### src/rtl/sweep_pkg.sv
// Shared widths, FSM encoding and a small helper for the sweep learner.
// Pure declarations: no latency or flow control of its own.
package sweep_pkg;

    localparam int ADC_W  = 10;
    localparam int PP_W   = 11;
    localparam int FREQ_W = 16;

    localparam logic signed [ADC_W-1:0] ADC_MIN = {1'b1, {(ADC_W-1){1'b0}}};
    localparam logic signed [ADC_W-1:0] ADC_MAX = {1'b0, {(ADC_W-1){1'b1}}};

    typedef logic [2:0] state_t;

    localparam state_t S_IDLE    = 3'd0;
    localparam state_t S_SETTLE  = 3'd1;
    localparam state_t S_MEASURE = 3'd2;
    localparam state_t S_STORE   = 3'd3;
    localparam state_t S_STEP    = 3'd4;
    localparam state_t S_EXIT    = 3'd5;
    localparam state_t S_DONE    = 3'd6;

    function automatic int max_int(input int a, input int b);
        return (a > b) ? a : b;
    endfunction

endpackage

### src/rtl/peak_detect.sv
// Signed min/max tracker giving the peak-to-peak span of the samples seen since clear; pp is 0 if none.
// Latency: one cycle from a sample to pp; no backpressure, every valid sample is absorbed.
module peak_detect
    import sweep_pkg::*;
(
    input  logic                    clk_50m,
    input  logic                    rst_n,
    input  logic                    clear,
    input  logic                    valid,
    input  logic signed [ADC_W-1:0] data,
    output logic [PP_W-1:0]         pp
);

    logic signed [ADC_W-1:0] max_v;
    logic signed [ADC_W-1:0] min_v;
    logic                    seen;
    logic [PP_W-1:0]         diff;

    always_ff @(posedge clk_50m or negedge rst_n) begin
        if (!rst_n) begin
            max_v <= ADC_MIN;
            min_v <= ADC_MAX;
            seen  <= 1'b0;
        end else if (clear) begin
            max_v <= ADC_MIN;
            min_v <= ADC_MAX;
            seen  <= 1'b0;
        end else if (valid) begin
            if (data > max_v) max_v <= data;
            if (data < min_v) min_v <= data;
            seen <= 1'b1;
        end
    end

    // One extra bit so a full-scale span (1023) cannot wrap.
    assign diff = {max_v[ADC_W-1], max_v} - {min_v[ADC_W-1], min_v};
    assign pp   = seen ? diff : '0;

endmodule

### src/rtl/sweep_learner.sv
// Learn-mode sequencer: steps the generator N_STEPS times, records {freq_in, pp_amp} per step.
// Latency: first record 1+SETTLE_CYC+MEAS_CYC cycles after start; no backpressure, abort is the only early exit.
module sweep_learner
    import sweep_pkg::*;
#(
    parameter int N_STEPS    = 100,
    parameter int SETTLE_CYC = 500000,
    parameter int MEAS_CYC   = 1000000,
    parameter int PULSE_CYC  = 4,
    parameter int EXIT_CYC   = 4,
    parameter int F_START    = 10,
    parameter int F_STEP     = 2,
    localparam int AW        = (N_STEPS > 1) ? $clog2(N_STEPS) : 1
) (
    input  logic                    clk_50m,
    input  logic                    rst_n,
    input  logic                    start,
    input  logic                    abort,
    input  logic                    adc_valid,
    input  logic signed [ADC_W-1:0] adc_data,
    input  logic [FREQ_W-1:0]       freq_in,
    output logic                    learn_en,
    output logic                    next_freq,
    output logic                    busy,
    output logic                    done,
    output logic                    err,
    output logic                    wr_en,
    output logic [AW-1:0]           wr_addr,
    output logic [FREQ_W+PP_W-1:0]  wr_data
);

    localparam int CNT_MAX = max_int(max_int(SETTLE_CYC, MEAS_CYC), max_int(2 * PULSE_CYC, EXIT_CYC));
    localparam int CW      = $clog2(CNT_MAX + 1);
    localparam logic [AW-1:0] LAST_STEP = AW'(N_STEPS - 1);

    state_t            state;
    logic [CW-1:0]     cnt;
    logic [AW-1:0]     step;
    logic              pk_clear;
    logic              pk_valid;
    logic [PP_W-1:0]   pp_amp;
    logic [FREQ_W-1:0] exp_freq;
    logic              abortable;

    assign pk_clear  = (state == S_SETTLE) && (cnt == CW'(SETTLE_CYC - 1));
    assign pk_valid  = (state == S_MEASURE) && adc_valid;
    assign exp_freq  = FREQ_W'(F_START) + FREQ_W'(F_STEP) * FREQ_W'(step);
    assign abortable = state inside {S_SETTLE, S_MEASURE, S_STORE, S_STEP};

    peak_detect u_peak (
        .clk_50m (clk_50m),
        .rst_n   (rst_n),
        .clear   (pk_clear),
        .valid   (pk_valid),
        .data    (adc_data),
        .pp      (pp_amp)
    );

    always_ff @(posedge clk_50m or negedge rst_n) begin
        if (!rst_n) begin
            state     <= S_IDLE;
            cnt       <= '0;
            step      <= '0;
            learn_en  <= 1'b0;
            next_freq <= 1'b0;
            busy      <= 1'b0;
            done      <= 1'b0;
            err       <= 1'b0;
            wr_en     <= 1'b0;
            wr_addr   <= '0;
            wr_data   <= '0;
        end else begin
            wr_en <= 1'b0;
            done  <= 1'b0;
            // Abort pre-empts everything, including the STORE write of the current step.
            if (abort && abortable) begin
                state     <= S_EXIT;
                cnt       <= '0;
                learn_en  <= 1'b0;
                next_freq <= 1'b0;
            end else begin
                case (state)
                    S_IDLE: begin
                        if (start) begin
                            state    <= S_SETTLE;
                            learn_en <= 1'b1;
                            busy     <= 1'b1;
                            err      <= 1'b0;
                            step     <= '0;
                            cnt      <= '0;
                        end
                    end
                    S_SETTLE: begin
                        if (cnt == CW'(SETTLE_CYC - 1)) begin
                            state <= S_MEASURE;
                            cnt   <= '0;
                        end else begin
                            cnt <= cnt + 1'b1;
                        end
                    end
                    S_MEASURE: begin
                        if (cnt == CW'(MEAS_CYC - 1)) begin
                            state <= S_STORE;
                            cnt   <= '0;
                        end else begin
                            cnt <= cnt + 1'b1;
                        end
                    end
                    S_STORE: begin
                        wr_en   <= 1'b1;
                        wr_addr <= step;
                        wr_data <= {freq_in, pp_amp};
                        if (freq_in != exp_freq) err <= 1'b1;
                        cnt <= '0;
                        if (step == LAST_STEP) begin
                            state    <= S_EXIT;
                            learn_en <= 1'b0;
                        end else begin
                            state     <= S_STEP;
                            next_freq <= 1'b1;
                        end
                    end
                    S_STEP: begin
                        // High for cnt 0..PULSE_CYC-1, then low for the remaining PULSE_CYC cycles.
                        if (cnt == CW'(2 * PULSE_CYC - 1)) begin
                            state     <= S_SETTLE;
                            cnt       <= '0;
                            step      <= step + 1'b1;
                            next_freq <= 1'b0;
                        end else begin
                            cnt       <= cnt + 1'b1;
                            next_freq <= (cnt < CW'(PULSE_CYC - 1));
                        end
                    end
                    S_EXIT: begin
                        if (cnt == CW'(EXIT_CYC - 1)) begin
                            state <= S_DONE;
                            cnt   <= '0;
                        end else begin
                            cnt <= cnt + 1'b1;
                        end
                    end
                    S_DONE: begin
                        done  <= 1'b1;
                        busy  <= 1'b0;
                        state <= S_IDLE;
                    end
                    default: state <= S_IDLE;
                endcase
            end
        end
    end

endmodule
### config.mk
export PLATFORM = sky130hd
export DESIGN_NAME = sweep_learner
export DESIGN_NICKNAME = d
export VERILOG_FILES = /design/src/rtl/sweep_pkg.sv /design/src/rtl/peak_detect.sv /design/src/rtl/sweep_learner.sv
export SDC_FILE = /design/constraint.sdc
export NUM_CORES = 1
export LEC_CHECK = 0
export CORE_MARGIN = 2
export CORE_UTILIZATION = 60
export DETAILED_ROUTE_END_ITERATION = 12
export PLACE_DENSITY_LB_ADDON = 0.2
export SYNTH_ARGS = -nofsm -noshare
export SYNTH_HDL_FRONTEND = slang
export SYNTH_SLANG_ARGS = --single-unit
export TNS_END_PERCENT = 30
### constraint.sdc
create_clock -name clk_50m -period 4.6 [get_ports clk_50m]
set_clock_uncertainty 0.1 [all_clocks]
set_input_delay 0.46 -clock clk_50m [delete_from_list [all_inputs] [get_ports clk_50m]]
set_output_delay 0.46 -clock clk_50m [all_outputs]
set_load 0.02 [all_outputs]
==> impl_metrics.env, run 1 <==
export IMPL_status="finished clean"
export IMPL_pin_count=71
export IMPL_ys_types=63
export IMPL_initial_core_util_pct=60.71
export IMPL_post_route_drc_count=0
export IMPL_cts_resized=0
export IMPL_synth_top_cell_by_area="dfrtp_1"
export IMPL_p_switching_mw=1.750
export IMPL_ctsLongestPathBuffers=2
export IMPL_crit_slowest_cell="or4_4"
export IMPL_path_buf_inv=0
export IMPL_grt_pass1_wl_um=23220
export IMPL_final_setup_viol_count=0
export IMPL_p_sw_share_pct=42.47
export IMPL_drtAntennaViolNets=0
export IMPL_grt_pass1_vias=4883
export IMPL_tightest_slew_ns=0.8265
export IMPL_power_frac_clock_pct=15.7
export IMPL_synth_flop_cell="dfrtp_1"
export IMPL_grt_start_max_net_pins=57
export IMPL_final_nets=754
export IMPL_crit_required_ns=4.70
export IMPL_synth_compound_area_share_pct=15.86
export IMPL_path_clk_slew_ns=0.09
export IMPL_grt_overflow=0
export IMPL_p_comb_share_pct=51.4
export IMPL_min_path_type="primary input to asynchronous set/reset pin"
export IMPL_synthAdderAreaFrac_pct=7.376
export IMPL_ys_ff_latch=91
export IMPL_drive_gt1_share_pct=7.471
export IMPL_port_buffers=70
export IMPL_intPower_mw=2.370
export IMPL_drt_wl_total_um=13650
export IMPL_synth_seq_area_share_pct=41.40
export IMPL_cts_num_sinks=91
export IMPL_final_max_slew_viol_count=0
export IMPL_placed_cells=791
export IMPL_syn_area_per_cell_um2=8.709
export IMPL_die_x_um=100.0
export IMPL_synthTopCellsByArea="dfrtp_1, nand2_1, ha_1, o21ai_0, dfstp_2"
export IMPL_endpoint_kind="flop"
export IMPL_drt_iter0_drc=342
export IMPL_cp_slowest_stage_delay_ns=0.59
export IMPL_synthXorXnorAreaFrac_pct=3.009
export IMPL_synthCells=635
export IMPL_r2r_setup_slack_ns=1.55
export IMPL_vias_per_cell=6.180
export IMPL_die_h_um=100.0
export IMPL_final_hold_viol_count=0
export IMPL_critPathLaunchType="flop"
export IMPL_vias=4987
export IMPL_worstSetupPathType="flop to flop"
export IMPL_rsz0062_at_grt="false"
export IMPL_cts_buffers=9
export IMPL_pre_cts_ws_ns=1.268
export IMPL_fin_ws_ns=1.550
export IMPL_post_cts_buffers=0
export IMPL_synth_top_family_by_area="simple AND/OR/NAND/NOR gates"
export IMPL_num_antenna_cells=0
export IMPL_grt_use_total_pct=28.71
export IMPL_syn_num_nets=698
export IMPL_p_per_area_nw_per_um2=638.6
export IMPL_tritoncts="yes"
export IMPL_hold_slack_ns=0.03802
export IMPL_fin_crit_sh_pct=66.31
export IMPL_syn_area_um2=5530
export IMPL_synth_most_common_cell="nand2_1"
export IMPL_seq_power_share_pct=32.9
export IMPL_syn_to_final_growth_pct=16.65
export IMPL_wl_per_cell_um=16.92
export IMPL_synth_enable_flop_cells=0
export IMPL_tns_ns=0
export IMPL_synth_top_cell_area_share_pct=36.65
export IMPL_async_reset_ff_share_pct=100.0
export IMPL_antenna_found_initial=0
export IMPL_die_area_um2=10000
export IMPL_cts_hold_buf=0
export IMPL_p_leak_nw=3.021
export IMPL_clk_latency_ns=0.36
export IMPL_muxShareOfSynthArea_pct=2.240
export IMPL_drtPass1Iterations=5
export IMPL_crit_fanout=15
export IMPL_r2r_cells=6
export IMPL_core_area_um2=9109
export IMPL_dpl_hpwl_um=9750
export IMPL_fin_cells=807
export IMPL_maxCapViolCount=0
export IMPL_yosys_area_share_simple_pct=24.19
export IMPL_row_count=35
export IMPL_r2r_end="cnt[5]"
export IMPL_worstPathCellList="or4_4 -> or4_1 -> o211ai_2 -> nand3_2 -> nor3_4 -> o32ai_1"
export IMPL_slew_headroom_pct=44.53
export IMPL_fin_crit_ns=3.050
export IMPL_root_buffer="clkbuf_8"
export IMPL_ys_warn_count=0
export IMPL_max_freq_mhz=327.8
export IMPL_worstReg2RegStart="cnt[8]"
export IMPL_vdd_drop_max_mv=0.2481
export IMPL_htree_levels=3
export IMPL_worst_path_dominant_cell_family="simple AND/OR/NAND/NOR gates"
export IMPL_place_congestion=0.8895
export IMPL_synth_common_cells="nand2_1, dfrtp_1, o21ai_0"
export IMPL_cp_data_arrival_time_ns=3.15
layout by cell type, fill, tap and decap left out, types with 3 or more instances in the layout:
cell type	instances
nand2_1	129
dfrtp_1	81
clkdlybuf4s50_1	69
o21ai_0	54
nand3_1	38
inv_1	37
ha_1	31
nor2_1	25
a21oi_1	22
nor3_1	14
nand4_1	13
o31ai_1	11
xnor2_1	10
dfstp_2	10
xor2_1	9
mux2i_1	9
clkbuf_8	9
nor4_1	7
nor2b_1	7
and3_1	6
or3_1	5
or2_2	5
a31oi_1	5
nand2b_1	5
o21a_1	5
o22ai_1	5
buf_4	5
or4_4	4
or4_1	4
a21o_1	4
o32ai_1	4
mux2_2	3
nand3b_1	3
o211ai_2	3
o41ai_1	3
bufinv_16	3
clkbuf_1	3
metrics by stage:
stage / cell area, um2 / utilization (%) / power, mW
floorplan: 5530 / - / 2.765
global placement: 6217 / 68.26 / 3.335
detailed placement: 6217 / 68.26 / 3.454
CTS: 6451 / 70.82 / 4.115
global route: 6451 / 70.82 / 4.441
finish: 6451 / 70.82 / 4.119
power by group through the flow:
stage	Combinational (mW)	Clock (mW)	Sequential [mW]
6_report	2.12	0.646	1.36
5_1_grt	2.36	0.686	1.39
4_1_cts	2.11	0.655	1.35
3_5_place_dp	2.09	0	1.37
3_3_place_gp	1.99	0	1.34
2_1_floorplan	1.31	0	1.45
worst reg2reg max path: cells and delay by family, from the launching register on:
family | cells | cell delay (ns)
AND/OR/NAND/NOR | 4 | 1.84
flip-flops | 1 | 0.48
AO/OA/AOI/OAI | 2 | 0.47
metal layers:
layer  vias to the layer above  wire length [um]  GRT usage [%]
li1                       2352                 -              -
met1                      2401              6026          38.41
met2                       211              6623          48.80
met3                        23               808          3.482
met4                         0               193          9.694
met5                         -                 0              0
area by class of cell:
class	instances	area [um2]
clock inverter	4	98.84
multi-input combinational	477	2918
clock buffer	12	135.1
timing repair buffer	74	728.2
fill	720	2658
inverter	38	142.6
tap	111	138.9
sequential	91	2290
worst max path at each step:
stage / startpoint / endpoint / slack (ns) / cells past startpoint
final: cnt[8] / cnt[5] / 1.55 / 6
after global routing: cnt[8] / cnt[5] / 1.41 / 6
after CTS: cnt[8] / cnt[5] / 1.57 / 6
after detailed placement: adc_data[9] / u_peak.min_v[9] / 1.27 / 7
after global placement: adc_data[9] / u_peak.min_v[9] / 1.40 / 7
after floorplan: cnt[9] / cnt[3] / 2.03 / 8
registers in the layout (all words and copies together) (netlist names):
register and flops:
busy 1, cnt 20, done 1, err 1
learn_en 1, next_freq 1, state 3, step 7
u_peak.max_v 10, u_peak.min_v 10, u_peak.seen 1, wr_addr 7
wr_data 27, wr_en 1
cells by family after synthesis:
| logic type | Yosys count |
|---|---|
| xor gates and xnor gates | 19 |
| muxes | 12 |
| DFF | 91 |
| buffers and inverters | 67 |
| adders and majority gates | 32 |
| and+or+nand+nor | 276 |
| AOI/OAI and AO/OA | 138 |
Power figures use the tool's default switching activity.
==> run 2: changes to the inputs <==
Settings changed: CORE_UTILIZATION 60 to 56.
Clock period 4.6 ns to 2.9 ns, I/O delays scaled along.
==> impl_metrics.env, run 2 (synthesis results as in run 1) <==
export IMPL_min_path_type="flop to flop"
export IMPL_fin_crit_ns=2.756
export IMPL_worstSetupPathType="flop to flop"
export IMPL_path_clk_slew_ns=0.08
export IMPL_final_util_pct=68.59
export IMPL_die_area_um2=10690
export IMPL_core_area_um2=9684
export IMPL_initial_core_util_pct=57.11
export IMPL_syn_to_final_growth_pct=20.11
export IMPL_vias_per_cell=5.740
export IMPL_fin_crit_sh_pct=95.03
export IMPL_final_max_slew_viol_count=0
export IMPL_ctsLongestPathBuffers=2
export IMPL_maxCapViolCount=0
export IMPL_postLayoutCellArea_um2=6643
export IMPL_row_count=36
export IMPL_tightest_slew_ns=0.6917
export IMPL_drive_gt1_share_pct=10.14
export IMPL_port_buffers=70
export IMPL_largest_reg_flops=27
export IMPL_final_cell_mix="nand2_1, dfrtp_1, clkdlybuf4s50_1"
export IMPL_finalPower_mw=6.433
export IMPL_status="finished clean"
export IMPL_die_x_um=103.4
export IMPL_grt_start_max_net_pins=92
export IMPL_cpMostUsedCell="or4_1"
export IMPL_critPathLaunchType="flop"
export IMPL_grt_use_total_pct=25.56
export IMPL_final_hold_viol_count=0
export IMPL_rsz0062_at_grt="false"
export IMPL_hold_depth=2
export IMPL_crit_fanout=15
export IMPL_vdd_drop_max_mv=0.4400
export IMPL_final_nets=778
export IMPL_crit_slowest_cell="or4_1"
export IMPL_endpoint_kind="flop"
export IMPL_die_h_um=103.4
export IMPL_dr_wl_met2_um=6352
export IMPL_pin_count=71
export IMPL_final_common_cell="nand2_1"
export IMPL_grt_overflow=0
export IMPL_tns_ns=0
export IMPL_met1_length_um=5842
export IMPL_top_layer_used="met4"
export IMPL_root_buffer="clkbuf_8"
export IMPL_crit_required_ns=3.03
export IMPL_cts_num_sinks=91
export IMPL_max_freq_mhz=362.8
export IMPL_dpl_hpwl_um=9785
export IMPL_r2r_cells=7
export IMPL_final_setup_viol_count=0
export IMPL_p_per_area_nw_per_um2=968.4
export IMPL_cp_slowest_stage_delay_ns=0.59
export IMPL_num_antenna_cells=0
export IMPL_tritoncts="yes"
export IMPL_drtAntennaViolNets=0
export IMPL_place_congestion=0.8822
export IMPL_post_route_drc_count=0
export IMPL_cp_data_arrival_time_ns=2.89
export IMPL_slew_headroom_pct=53.46
export IMPL_htree_levels=3
export IMPL_grt_pass1_wl_um=21590
export IMPL_drt_wl_total_um=13140
export IMPL_wl_met3_um=722
export IMPL_p_leak_nw=3.130
export IMPL_post_cts_buffers=0
export IMPL_clk_latency_ns=0.36
export IMPL_reg_top3="wr_data (27), cnt (20)"
export IMPL_grt_pass1_vias=4626
export IMPL_worstPathCellList="or4_1 -> or4_1 -> o211ai_2 -> nand3_2 -> nor3_4 -> buf_4 -> o32ai_1"
export IMPL_placed_cell_area_um2=6430
export IMPL_vias=4896
export IMPL_fill_cells=761
export IMPL_cts_buffers=9
export IMPL_antenna_found_initial=0
export IMPL_largest_register="wr_data"
export IMPL_drt_iter0_drc=213
export IMPL_wl_per_cell_um=15.41
export IMPL_r2r_setup_slack_ns=0.14
export IMPL_drtPass1Iterations=4
## run 2: path summary, 6_finish.rpt
| kind | startpoint | to |
|---|---|---|
| max reg2reg | cnt[17] | cnt[5] |
| min in group asynchronous | rst_n | step[3] |
| min | wr_addr[6] | wr_addr[6] |
| max | cnt[17] | cnt[5] |
| max in group asynchronous | rst_n | u_peak.min_v[0] |
| min reg2reg | wr_addr[6] | wr_addr[6] |
## run 2: area by class of cell
cell class                      instances  area [um2]  area share (%)
Inverter                               38       142.6           2.147
Sequential cell                        91        2290           34.47
Tap cell                              133       166.4           2.505
Clock inverter                          2       60.06          0.9041
Timing Repair Buffer                   98       923.4           13.90
Clock buffer                           14       142.6           2.147
Multi-Input combinational cell        477        2918           43.93
## run 2: per-stage QoR
step                      std cells  hold slack, ns  worst slack [ns]
after global routing            853          0.3981           0.04445
after global placement          836          0.2684            0.2038
final                           853          0.3773            0.1440
after CTS                       853          0.3705            0.1694
after detailed placement        836          0.2723            0.1082
after floorplan                 635         -0.1056            0.3328
## run 2: worst max-delay path, delay by kind of cell, from the launching register on
family	cells	cell delay (ns)
simple gates	4	1.44
flops	1	0.46
compound gates	2	0.38
buf+inv	1	0.24
## run 2: routing by layer
metal | vias up | GRT usage, %
met3 | 18 | 2.890
met4 | 0 | 9.413
met1 | 2298 | 34.37
met2 | 167 | 42.78
met5 | - | 0
li1 | 2413 | -
## run 2: power by group
group | leakage (nW) | switching, mW | internal (mW)
Sequential | 1.14 | 0.339 | 1.75
Clock | 0.0989 | 0.430 | 0.488
Combinational | 1.89 | 1.92 | 1.51
Total | 3.13 | 2.69 | 3.75
## run 2: repair_timing
action                    4_1_cts  5_1_grt
hold endpoints to repair       81        0
hold buffers                    1        0
gates resized for setup         0        0
